**config.mk**
```make
export PLATFORM = sky130hd
export DESIGN_NAME = alu_pipe
export DESIGN_NICKNAME = d
export VERILOG_FILES = /design/src/rtl/alu_pkg.sv /design/src/rtl/alu_muldiv_iter.sv /design/src/rtl/alu_pipe.sv
export SDC_FILE = /design/constraint.sdc
export NUM_CORES = 1
export LEC_CHECK = 0
export ABC_AREA = 1
export BUFFER_PORTS_ARGS = -buffer_cell sky130_fd_sc_hd__buf_2
export CAP_MARGIN = 30
export CORE_UTILIZATION = 53
export DETAILED_ROUTE_END_ITERATION = 16
export GPL_ROUTABILITY_DRIVEN = 0
export PLACE_DENSITY_LB_ADDON = 0.12
export SYNTH_ARGS = -nofsm -noshare
export SYNTH_HDL_FRONTEND = slang
export SYNTH_SLANG_ARGS = --single-unit
```
**constraint.sdc**
```tcl
create_clock -name clk -period 4 [get_ports clk]
set_input_delay 0.4 -clock clk [delete_from_list [all_inputs] [get_ports clk]]
set_output_delay 0.4 -clock clk [all_outputs]
set_load 0.05 [all_outputs]
```
**src/rtl/alu_pkg.sv**
```systemverilog
// alu_pkg: opcode and FSM state types shared by alu_pipe and alu_muldiv_iter.
package alu_pkg;

  localparam int unsigned ALU_OP_W = 4;

  typedef enum logic [ALU_OP_W-1:0] {
    OP_ADD   = 4'h0,
    OP_SUB   = 4'h1,
    OP_AND   = 4'h2,
    OP_OR    = 4'h3,
    OP_XOR   = 4'h4,
    OP_SLL   = 4'h5,
    OP_SRL   = 4'h6,
    OP_SRA   = 4'h7,
    OP_SLT   = 4'h8,
    OP_SLTU  = 4'h9,
    OP_MUL   = 4'hA,
    OP_MULHU = 4'hB,
    OP_DIVU  = 4'hC,
    OP_REMU  = 4'hD,
    OP_RSV_E = 4'hE,
    OP_RSV_F = 4'hF
  } alu_op_e;

  typedef enum logic [1:0] {
    S_IDLE = 2'd0,
    S_BUSY = 2'd1,
    S_DONE = 2'd2
  } alu_state_e;

  // Ops handled by the iterative mul/div unit
  function automatic logic is_multicycle(alu_op_e op);
    return (op == OP_MUL) || (op == OP_MULHU) || (op == OP_DIVU) || (op == OP_REMU);
  endfunction

endpackage

```
**src/rtl/alu_muldiv_iter.sv**
```systemverilog
// alu_muldiv_iter: radix-2 shift-add multiplier and restoring divider.
// WIDTH steps per operation; the first step runs on the start edge so the
// final result is registered one cycle before the parent's counter expires.
// hi/lo hold {product high, product low} for multiply and
// {remainder, quotient} for divide.
module alu_muldiv_iter
  import alu_pkg::*;
#(
  parameter int unsigned WIDTH = 32,
  parameter int unsigned SHW   = $clog2(WIDTH)
) (
  input  logic             clk,
  input  logic             rst_n,
  input  logic             start,
  input  alu_op_e          op,
  input  logic [WIDTH-1:0] a,
  input  logic [WIDTH-1:0] b,
  output logic             done,
  output logic [WIDTH-1:0] result
);

  logic             busy_q, busy_d;
  logic             done_q, done_d;
  logic [SHW-1:0]   cnt_q, cnt_d;
  alu_op_e          op_q, op_d;
  logic [WIDTH-1:0] hi_q, hi_d, lo_q, lo_d, b_q, b_d;

  alu_op_e          s_op;
  logic [WIDTH-1:0] s_hi, s_lo, s_b, n_hi, n_lo, diff;
  logic [WIDTH:0]   sum, rem_s;

  // One iteration step, fed from the inputs on start, else from the registers
  always_comb begin
    if (start) begin
      s_op = op;
      s_hi = '0;
      s_lo = a;
      s_b  = b;
    end else begin
      s_op = op_q;
      s_hi = hi_q;
      s_lo = lo_q;
      s_b  = b_q;
    end
    sum   = {1'b0, s_hi} + (s_lo[0] ? {1'b0, s_b} : '0);
    rem_s = {s_hi, s_lo[WIDTH-1]};
    // remainder stays below the divisor, so the difference fits in WIDTH bits
    diff  = rem_s[WIDTH-1:0] - s_b;
    if ((s_op == OP_MUL) || (s_op == OP_MULHU)) begin
      n_hi = sum[WIDTH:1];
      n_lo = {sum[0], s_lo[WIDTH-1:1]};
    end else if (rem_s >= {1'b0, s_b}) begin
      n_hi = diff;
      n_lo = {s_lo[WIDTH-2:0], 1'b1};
    end else begin
      n_hi = rem_s[WIDTH-1:0];
      n_lo = {s_lo[WIDTH-2:0], 1'b0};
    end
  end

  // Sequencing: load on start, iterate while busy, pulse done after the last step
  always_comb begin
    busy_d = busy_q;
    cnt_d  = cnt_q;
    op_d   = op_q;
    hi_d   = hi_q;
    lo_d   = lo_q;
    b_d    = b_q;
    done_d = 1'b0;
    if (start) begin
      busy_d = 1'b1;
      cnt_d  = '0;
      op_d   = op;
      b_d    = b;
      hi_d   = n_hi;
      lo_d   = n_lo;
    end else if (busy_q) begin
      hi_d  = n_hi;
      lo_d  = n_lo;
      cnt_d = cnt_q + 1'b1;
      if (cnt_q == SHW'(WIDTH - 2)) begin
        busy_d = 1'b0;
        done_d = 1'b1;
      end
    end
  end

  // State registers
  always_ff @(posedge clk or negedge rst_n) begin
    if (!rst_n) begin
      busy_q <= 1'b0;
      done_q <= 1'b0;
      cnt_q  <= '0;
      op_q   <= OP_ADD;
      hi_q   <= '0;
      lo_q   <= '0;
      b_q    <= '0;
    end else begin
      busy_q <= busy_d;
      done_q <= done_d;
      cnt_q  <= cnt_d;
      op_q   <= op_d;
      hi_q   <= hi_d;
      lo_q   <= lo_d;
      b_q    <= b_d;
    end
  end

  assign done   = done_q;
  assign result = ((op_q == OP_MUL) || (op_q == OP_DIVU)) ? lo_q : hi_q;

endmodule

```
**src/rtl/alu_pipe.sv**
```systemverilog
// alu_pipe: registered ALU with valid/ready handshake on both sides.
// Optional feature macro: ALU_MULDIV_EN enables the iterative MUL/MULHU/DIVU/REMU
// unit; without it, ops A-D decode as single-cycle ADD.
module alu_pipe
  import alu_pkg::*;
#(
  parameter int unsigned WIDTH = 32,
  parameter int unsigned SHW   = $clog2(WIDTH)
) (
  input  logic             clk,
  input  logic             rst_n,
  input  logic             in_valid,
  output logic             in_ready,
  input  logic [WIDTH-1:0] A,
  input  logic [WIDTH-1:0] B,
  input  logic [3:0]       ALU_operation,
  output logic             out_valid,
  input  logic             out_ready,
  output logic [WIDTH-1:0] ALU_result,
  output logic             zero
);

  alu_state_e       state_q, state_d;
  logic [WIDTH-1:0] result_q, result_d;
  logic             zero_q, zero_d;
  logic [WIDTH-1:0] alu_res;
  alu_op_e          op_in;
  logic [SHW-1:0]   shamt;
  logic             accept, go_busy, busy_last, md_done;
  logic [WIDTH-1:0] md_result;

  assign op_in      = alu_op_e'(ALU_operation);
  assign shamt      = B[SHW-1:0];
  assign in_ready   = (state_q == S_IDLE) || ((state_q == S_DONE) && out_ready);
  assign accept     = in_valid && in_ready;
  assign out_valid  = (state_q == S_DONE);
  assign ALU_result = result_q;
  assign zero       = zero_q;

`ifdef ALU_MULDIV_EN
  logic [SHW-1:0] cnt_q, cnt_d;

  assign go_busy   = is_multicycle(op_in);
  assign busy_last = (cnt_q == SHW'(WIDTH - 1));

  alu_muldiv_iter #(
    .WIDTH (WIDTH),
    .SHW   (SHW)
  ) u_muldiv (
    .clk    (clk),
    .rst_n  (rst_n),
    .start  (accept && go_busy),
    .op     (op_in),
    .a      (A),
    .b      (B),
    .done   (md_done),
    .result (md_result)
  );

  // BUSY cycle counter; cleared on every acceptance, wraps to 0 on leaving BUSY
  always_comb begin
    cnt_d = cnt_q;
    if (accept) begin
      cnt_d = '0;
    end else if (state_q == S_BUSY) begin
      cnt_d = cnt_q + 1'b1;
    end
  end

  // Counter register
  always_ff @(posedge clk or negedge rst_n) begin
    if (!rst_n) begin
      cnt_q <= '0;
    end else begin
      cnt_q <= cnt_d;
    end
  end
`else
  assign go_busy   = 1'b0;
  assign busy_last = 1'b0;
  assign md_done   = 1'b0;
  assign md_result = '0;
`endif

  // Single-cycle datapath; unlisted opcodes fall back to ADD
  always_comb begin
    alu_res = A + B;
    case (op_in)
      OP_SUB:  alu_res = A - B;
      OP_AND:  alu_res = A & B;
      OP_OR:   alu_res = A | B;
      OP_XOR:  alu_res = A ^ B;
      OP_SLL:  alu_res = A << shamt;
      OP_SRL:  alu_res = A >> shamt;
      OP_SRA:  alu_res = $unsigned($signed(A) >>> shamt);
      OP_SLT:  alu_res = {{(WIDTH-1){1'b0}}, ($signed(A) < $signed(B))};
      OP_SLTU: alu_res = {{(WIDTH-1){1'b0}}, (A < B)};
      default: alu_res = A + B;
    endcase
  end

  // FSM next state and output register loads. Acceptance is handled after the
  // per-state case because it can fire from both IDLE and DONE (back-to-back).
  always_comb begin
    state_d  = state_q;
    result_d = result_q;
    zero_d   = zero_q;
    case (state_q)
      S_IDLE: ;
      S_BUSY: begin
        if (busy_last) begin
          state_d = S_DONE;
          if (md_done) begin
            result_d = md_result;
          end
        end
      end
      S_DONE: begin
        if (out_ready) begin
          state_d = S_IDLE;
        end
      end
      default: state_d = S_IDLE;
    endcase
    if (accept) begin
      zero_d = (A == B);
      if (go_busy) begin
        state_d = S_BUSY;
      end else begin
        state_d  = S_DONE;
        result_d = alu_res;
      end
    end
  end

  // State and output registers
  always_ff @(posedge clk or negedge rst_n) begin
    if (!rst_n) begin
      state_q  <= S_IDLE;
      result_q <= '0;
      zero_q   <= 1'b0;
    end else begin
      state_q  <= state_d;
      result_q <= result_d;
      zero_q   <= zero_d;
    end
  end

endmodule

```
==> metrics, run 1 <==
outcome=completed; overall die height=149 um; CTS root buf=sky130_fd_sc_hd__clkbuf_16; internal power consumption=1190 uW; total count of max-transition violations in the final report=0; kind of start point of the critical path=input pin; area growth from synthesis to final layout=5.32%; final period utilization=71.0%; post-CTS clock slew at the launch and capture registers of the worst setup and hold paths=roughly 0.05 ns; Maximum Capacitance Violations=0; share of power burned in combinational logic=67.4%; horizontal die dimension=149 um; total negative slack=0 ns; maximum count of clock buffers along a single path=2; category of the worst setup path capture point=flop; DR vias/cell=6.12; TritonCTS clock tree=done; share of final-layout standard cells stronger than drive strength 1=7.56%; Final Core Density=around 57%; number of clock sinks=34; count of buffers added by post-CTS timing repair for setup=0; vias after detailed routing=15500; static leakage=0.00694 uW; H-tree lvl count=2; sequential group share of total power=16.5%; number of warnings reported in the yosys synthesis log=0; number of global-route vias before repair=13300; class of the worst hold path=input pin to asynchronous set/reset pin; critical path arrival=roughly 3.0 ns; Post-DRT Antenna Nets=0; pin count of the biggest net entering global routing=70; power density over the cells=225 nW/um2; fin crit period=2.84 ns; Hold-fix buffers, CTS=0; DRC marker count from the first detailed-route iteration=2553; transition time at the pin with the least slew margin=approximately 1.1 ns; source-to-sink clock delay at the later pin of the worst-skew pair=roughly 0.28 ns; global-route wire length before repair=~74000 um; post-synthesis instance total=2220; switching power summed over all nets=1520 uW; router iterations before antenna repair=9; Max Fclk=roughly 350 MHz; Clock Skews=roughly 0.0064 ns; required time reported for the critical path endpoint=4.17 ns; wire length per cell=19.2 um; Final Hold Viols=0; total congestion overflow=0; Resize count post-CTS=0; maximum fanout along the worst path=24; Net count, final=2420; Detailed Route WL=48500 um; leading cell types in the layout, fill and taps excluded=sky130_fd_sc_hd__nand2_1 (778), sky130_fd_sc_hd__nand3_1 (404), sky130_fd_sc_hd__inv_1 (284); portion of the post-synthesis area used by sequential elements=7.45%; Total GRT Usage=43.3%; number of antenna cells inserted=0; remaining design rule violation count=0; row count=53; maximum vdd drop=0.222 mV; count of buffers from port buffering=106; mean instance size in the synthesized netlist=5.14 um2; RSZ-0062 raised after global routing=false; area after detailed placement=11900 um2; area of the mapped netlist=11400 um2; kind of critical path=input pin to flop; effective utilization at floorplan=54.2%; switching part of the total=56.0%; finished layout cell area=12000 um2; synthesized net count=2391; number of flip-flops and latches in the synthesized netlist=34; normalized max-slew margin=28.6%; commonest non-fill, non-tap cell in the layout=sky130_fd_sc_hd__nand2_1; count of final setup violators=0; antenna violations before repair=0; Die Outline Area=22100 um2; power share of the clock group=16.1%; total clock buffers created by CTS=5; hpwl dp=slightly below 40000 um; floorplan core area=between 20000 and 25000 um2; synth unique cells=between 40 and 50; io pins=~110
## path summary, 6_finish.rpt
path                                            start                          to  slack [ns]  cells past startpoint
setup / recovery                                 B[4]   ALU_result[0]$_DFFE_PN0P_        1.16                     17
hold / removal                                  rst_n      state_q[1]$_DFFE_PN0P_        0.21                      1
setup reg to reg               state_q[1]$_DFFE_PN0P_  ALU_result[21]$_DFFE_PN0P_        1.78                      8
hold reg to reg            ALU_result[14]$_DFFE_PN0P_  ALU_result[14]$_DFFE_PN0P_        0.47                      2
max in group asynchronous                       rst_n  ALU_result[28]$_DFFE_PN0P_        3.29                      1
min in group clk                            out_ready      state_q[1]$_DFFE_PN0P_        0.39                      4
## Yosys cell counts, drive strengths merged
cell     instances  area (um2)
a2111oi          1        10.0
a211oi           5        37.5
a21oi           88         440
a221oi           5        68.8
a31o             1        8.76
a31oi            1        6.26
and2            16         100
buf             79         467
clkbuf          21        82.6
clkinv           1        3.75
dfrtp           34         851
fa               2        40.0
ha              97        1210
inv            297        1120
nand2          783        2960
nand3          406        2040
nand3b          14         105
nand4           30         188
nor2           185         737
nor3            17        85.1
nor4             3        18.8
o2111ai          3        26.3
o211ai          19         143
o21a             1        7.51
o21ai           68         344
o21bai          12        90.1
o221ai           5        43.8
o22ai            8        50.1
o31ai            1        7.51
or2              8        50.1
xor2             9        78.8
## routing by layer
layer | track usage (%) | part of all wire [%] | vias up
met5 | 0 | 0 | -
met4 | 25.2 | 7.0 | 0
met3 | 7.86 | 14 | 216
met2 | 62.9 | 40 | 1292
met1 | 59.4 | 39 | 6751
li1 | - | - | 7196
## worst max-delay path, stage by stage
cell and delay (ns):
sky130_fd_sc_hd__buf_2 0.41, sky130_fd_sc_hd__inv_1 0.12, sky130_fd_sc_hd__ha_1 0.44, sky130_fd_sc_hd__nor2_1 0.32
sky130_fd_sc_hd__nand2_1 0.12, sky130_fd_sc_hd__inv_1 0.09, sky130_fd_sc_hd__nand2_1 0.07, sky130_fd_sc_hd__nand2_1 0.09
sky130_fd_sc_hd__nand2_1 0.10, sky130_fd_sc_hd__nand2_1 0.15, sky130_fd_sc_hd__nand2_1 0.10, sky130_fd_sc_hd__nand2_1 0.10
sky130_fd_sc_hd__nor2_1 0.05, sky130_fd_sc_hd__nor2_1 0.10, sky130_fd_sc_hd__nand3_1 0.19, sky130_fd_sc_hd__nand2_1 0.11
sky130_fd_sc_hd__inv_1 0.04
## state kept, by name, indices dropped and copies added (netlist names)
signal,flops
ALU_result,32
state_q,1
zero,1
## area by class of cell
class                           count  area [um2]
Clock buffer                        7         133
Clock inverter                      1        30.0
Fill cell                        2335        9060
Inverter                          298        1120
Multi-Input combinational cell   1788        8900
Sequential cell                    34         851
Tap cell                          275         344
Timing Repair Buffer              122         651
## kinds of logic (layout without fill, tap and decap cells)
group	count (synthesis)	after routing	share of synthesized area (%)
AND/OR/NAND/NOR	1462	1462	55.0
buffers and inverters	398	428	14.6
AO/OA/AOI/OAI	218	218	11.2
adder cells (fa/ha/maj)	99	99	11.0
flip-flops	34	34	7.45
XOR/XNOR	9	9	0.690
## power by group through the flow
stage               Clock, uW  Combinational [uW]  Sequential, uW
CTS                       446                1760             446
global route              459                1970             455
floorplan                   0                1030             687
detailed placement          0                1750             451
finish                    437                1820             447
global placement            0                1730             450
## per-stage QoR
step                      hold WS (ns)  instances  setup WS, ns  power (uW)
after floorplan                  0.104       2220          1.49        1720
after global placement           0.459       2517          1.01        2180
after detailed placement         0.460       2517          1.01        2200
after CTS                        0.227       2525          1.30        2650
after global routing             0.280       2525          1.05        2880
final                            0.206       2525          1.16        2710
No activity file was read; power rests on OpenSTA's default activity.
==> run 2, diff against run 1 <==
- ABC_AREA: 1 -> 0
- clock period: 4 -> 2.67 ns (I/O delays scaled with it)
==> run 2 against run 1 <==
Effect of this change:
- the flow now finishes with violations (negative setup slack)
- combinational power increased by 80%
- sequential share of layout area shrank 0.83 points
- critical path depth shrank 5
- non-clock buffer count is 341 higher
- global-route usage rose by 4.4 points
- clock-buffer cell count is 1 lower
- final area rose by 13%
- cell count is 22% lower
- critical path type unchanged
- highest routed layer is now met5
==> metrics, run 2 <==
violations in the final reports=negative setup slack; antenna violations before repair=1 (was 0); most used standard cells in the synthesized netlist=sky130_fd_sc_hd__nor2_1 (157), sky130_fd_sc_hd__nand2_1 (124), sky130_fd_sc_hd__ha_1 (97) (was sky130_fd_sc_hd__nand2_1 (778), sky130_fd_sc_hd__nand3_1 (404), sky130_fd_sc_hd__inv_1 (284)); Final Core Density=72.6% (was 57.0%); maximum count of clock buffers along a single path=2 (unchanged); fraction of registers with async set/reset=100% (unchanged); minimum setup slack after placement=-0.409 ns (was 1.01 ns); horizontal die dimension=141 um (was 149 um); power density over the cells=345 nW/um2 (was 225 nW/um2); count of final setup violators=1 (was 0); synthesized net count=1542 (was 2391); hpwl dp=37600 um (was 38900 um); Total GRT Usage=47.6% (was 43.3%); Net count, final=1900 (was 2420); max FFs per register=32 (unchanged); count of buffers from port buffering=106 (unchanged); critical path arrival=2.90 ns (was 3.01 ns); floorplan core area=18800 um2 (was 21100 um2); router iterations before antenna repair=7 (was 9); Post-DRT Antenna Nets=0 (unchanged); routed length on met1=16700 um (was 19000 um); mean instance size in the synthesized netlist=7.44 um2 (was 5.14 um2); Die Outline Area=19800 um2 (was 22100 um2); Final Hold Viols=0 (unchanged); row count=50 (was 53); fin crit period=2.70 ns; Final Power=4700 uW (was 2710 uW); total count of max-transition violations in the final report=0 (unchanged); Maximum Capacitance Violations=0 (unchanged); Worst R2R Start=state_q[1]$_DFFE_PN0P_ (unchanged); post-CTS clock slew at the launch and capture registers of the worst setup and hold paths=0.06 ns (was 0.05 ns); commonest non-fill, non-tap cell in the layout=sky130_fd_sc_hd__buf_4 (was sky130_fd_sc_hd__nand2_1); maximum vdd drop=0.297 mV (was 0.222 mV); final worst-path setup slack=-0.0320 ns (was 1.16 ns); DR vias/cell=6.90 (was 6.12); post-synthesis instance total=1371 (was 2220); share of final-layout standard cells stronger than drive strength 1=34.7% (was 7.56%); Final Hold Slack=0.112 ns (was 0.206 ns); Hold-fix buffers, CTS=0 (unchanged); category of the worst setup path capture point=flop (unchanged); area growth from synthesis to final layout=33.5% (was 5.32%); maximum fanout along the worst path=3 (was 24); Max Fclk=370 MHz; post-synth top area cell=sky130_fd_sc_hd__mux4_2 (was sky130_fd_sc_hd__nand2_1); synth unique cells=83 (was 46); global-route wire length before repair=71700 um (was 74000 um); met2 wire length=19400 um (was 19300 um); total congestion overflow=0 (unchanged); number of clock sinks=34 (unchanged); Clock Skews=0.00522 ns (was 0.00644 ns); portion of the post-synthesis area used by sequential elements=8.34% (was 7.45%); kind of start point of the critical path=input pin (unchanged); source-to-sink clock delay at the later pin of the worst-skew pair=0.31 ns (was 0.28 ns); overall die height=141 um (was 149 um); effective utilization at floorplan=54.4% (was 54.2%); cell types with the largest area share after synthesis=sky130_fd_sc_hd__mux4_2 (13%), sky130_fd_sc_hd__ha_1 (12%), sky130_fd_sc_hd__dfrtp_1 (8.3%) (was sky130_fd_sc_hd__nand2_1 (26%), sky130_fd_sc_hd__nand3_1 (18%), sky130_fd_sc_hd__ha_1 (11%)); number of flops mapped to enable cells by yosys=0 (unchanged); DRC marker count from the first detailed-route iteration=2079 (was 2553); worst r2r dst=ALU_result[0]$_DFFE_PN0P_ (was ALU_result[21]$_DFFE_PN0P_); H-tree lvl count=2 (unchanged); normalized max-slew margin=35.7% (was 28.6%); most frequent cell after synthesis=sky130_fd_sc_hd__nor2_1 (was sky130_fd_sc_hd__nand2_1); ys flop type=sky130_fd_sc_hd__dfrtp_1 (unchanged); remaining design rule violation count=0 (unchanged); RSZ-0062 raised after global routing=true (was false); Detailed Route WL=47400 um (was 48500 um); static leakage=0.00627 uW (was 0.00694 uW); leading cell types in the layout, fill and taps excluded=sky130_fd_sc_hd__buf_4 (353), sky130_fd_sc_hd__nor2_1 (157), sky130_fd_sc_hd__nand2_1 (124) (was sky130_fd_sc_hd__nand2_1 (778), sky130_fd_sc_hd__nand3_1 (404), sky130_fd_sc_hd__inv_1 (284)); CTS root buf=sky130_fd_sc_hd__clkbuf_16 (unchanged); final period utilization=101%; number of warnings reported in the yosys synthesis log=0 (unchanged); Reg2Reg Setup Slack=0.54 ns (was 1.78 ns); class of the worst hold path=input pin to asynchronous set/reset pin (unchanged); area share of the largest cell type after synthesis=13.0% (was 25.6%); transition time at the pin with the least slew margin=0.965 ns (was 1.07 ns); pin count of the biggest net entering global routing=44 (was 70); kind of critical path=input pin to flop (unchanged); number of flip-flops and latches in the synthesized netlist=34 (unchanged); number of global-route vias before repair=12700 (was 13300); TritonCTS clock tree=done (unchanged); io pins=107 (unchanged); required time reported for the critical path endpoint=2.86 ns (was 4.17 ns); number of antenna cells inserted=0 (unchanged); outcome=complete, but fails checks (was completed); vias after detailed routing=13600 (was 15500); total clock buffers created by CTS=5 (unchanged); R2R depth=7 (was 8); area of the mapped netlist=10200 um2 (was 11400 um2); top routing layer used=met5 (was met4); wire length per cell=24.1 um (was 19.2 um); Routed met3 length=6720 um (was 6760 um); origin of the worst setup path=A[0] (was B[4])
run 2: changes by cell type in the layout (fill, tap and decap cells not counted), sizes merged, moves of 31 or more:
cell / previous run / this run
inv: 297 / 93
mux2i: 0 / 36
mux4: 0 / 59
nand3: 406 / 26
buf: 122 / 463
nand2: 783 / 124
a31oi: 1 / 32
run 2: cell type report:
class / instances / area (um2)
multi-input cells: 1131 / 8670
fillers: 1549 / 5150
repair buffers: 463 / 3280
flip-flops and latches: 34 / 851
inverters: 94 / 362
well taps: 234 / 293
clock buffers: 6 / 139
clock inverters: 1 / 30.0
run 2: worst max-delay path by stage:
stage | endpoint | slack (ns) | depth (start not counted)
detailed placement | ALU_result[30]$_DFFE_PN0P_ | -0.41 | 14
floorplan | ALU_result[26]$_DFFE_PN0P_ | -0.40 | 14
CTS | ALU_result[5]$_DFFE_PN0P_ | 0.008 | 14
global placement | ALU_result[30]$_DFFE_PN0P_ | -0.30 | 14
finish | ALU_result[26]$_DFFE_PN0P_ | -0.03 | 12
global route | ALU_result[30]$_DFFE_PN0P_ | -0.10 | 12
run 2: report_power, final:
part	internal, uW	total, uW	switching, uW
Sequential	616	680	64.4
Clock	463	750	287
Combinational	1310	3270	1960
Total	2390	4700	2310
run 2: what timing repair did:
item | CTS | global route
setup buffers | 0 | 2
endpoints found under the setup margin | 2 | 17
resized for setup | 3 | 28
gates cloned | 0 | 0
pin swaps | 0 | 7
run 2: worst max-delay path: stages:
cell                       delay [ns]
sky130_fd_sc_hd__buf_2           0.11
sky130_fd_sc_hd__ha_1            0.20
sky130_fd_sc_hd__inv_1           0.07
sky130_fd_sc_hd__fa_1            0.39
sky130_fd_sc_hd__nand2b_1        0.17
sky130_fd_sc_hd__a21oi_1         0.30
sky130_fd_sc_hd__o21ai_2         0.13
sky130_fd_sc_hd__a21oi_1         0.33
sky130_fd_sc_hd__or3_1           0.21
sky130_fd_sc_hd__a31oi_1         0.11
sky130_fd_sc_hd__mux2_2          0.29
sky130_fd_sc_hd__o32a_1          0.32
run 2: cell families (layout without fill, tap and decap cells):
kind of cell | after synthesis | after routing | synth area share, %
compound gates | 460 | 460 | 30.8
xor+xnor | 18 | 18 | 1.55
fa+ha+maj | 99 | 99 | 12.3
buf+inv | 206 | 564 | 8.57
flops | 34 | 34 | 8.34
mux | 111 | 111 | 18.3
simple gates | 443 | 443 | 20.1
run 2: per-stage QoR:
step	instances	area [um2]	TNS, ns
2_1_floorplan	1371	10300	-1.26
3_5_place_dp	1954	13300	-4.92
5_1_grt	1963	13600	-0.265
6_report	1963	13600	-0.0320
4_1_cts	1961	13500	0
3_3_place_gp	1954	13300	-3.26
run 2: layer usage:
layer  up-vias  track usage [%]
met5         -            0.251
met4         2             37.8
met3       309             15.0
met2      1199             69.6
met1      6169             57.9
li1       5874                -
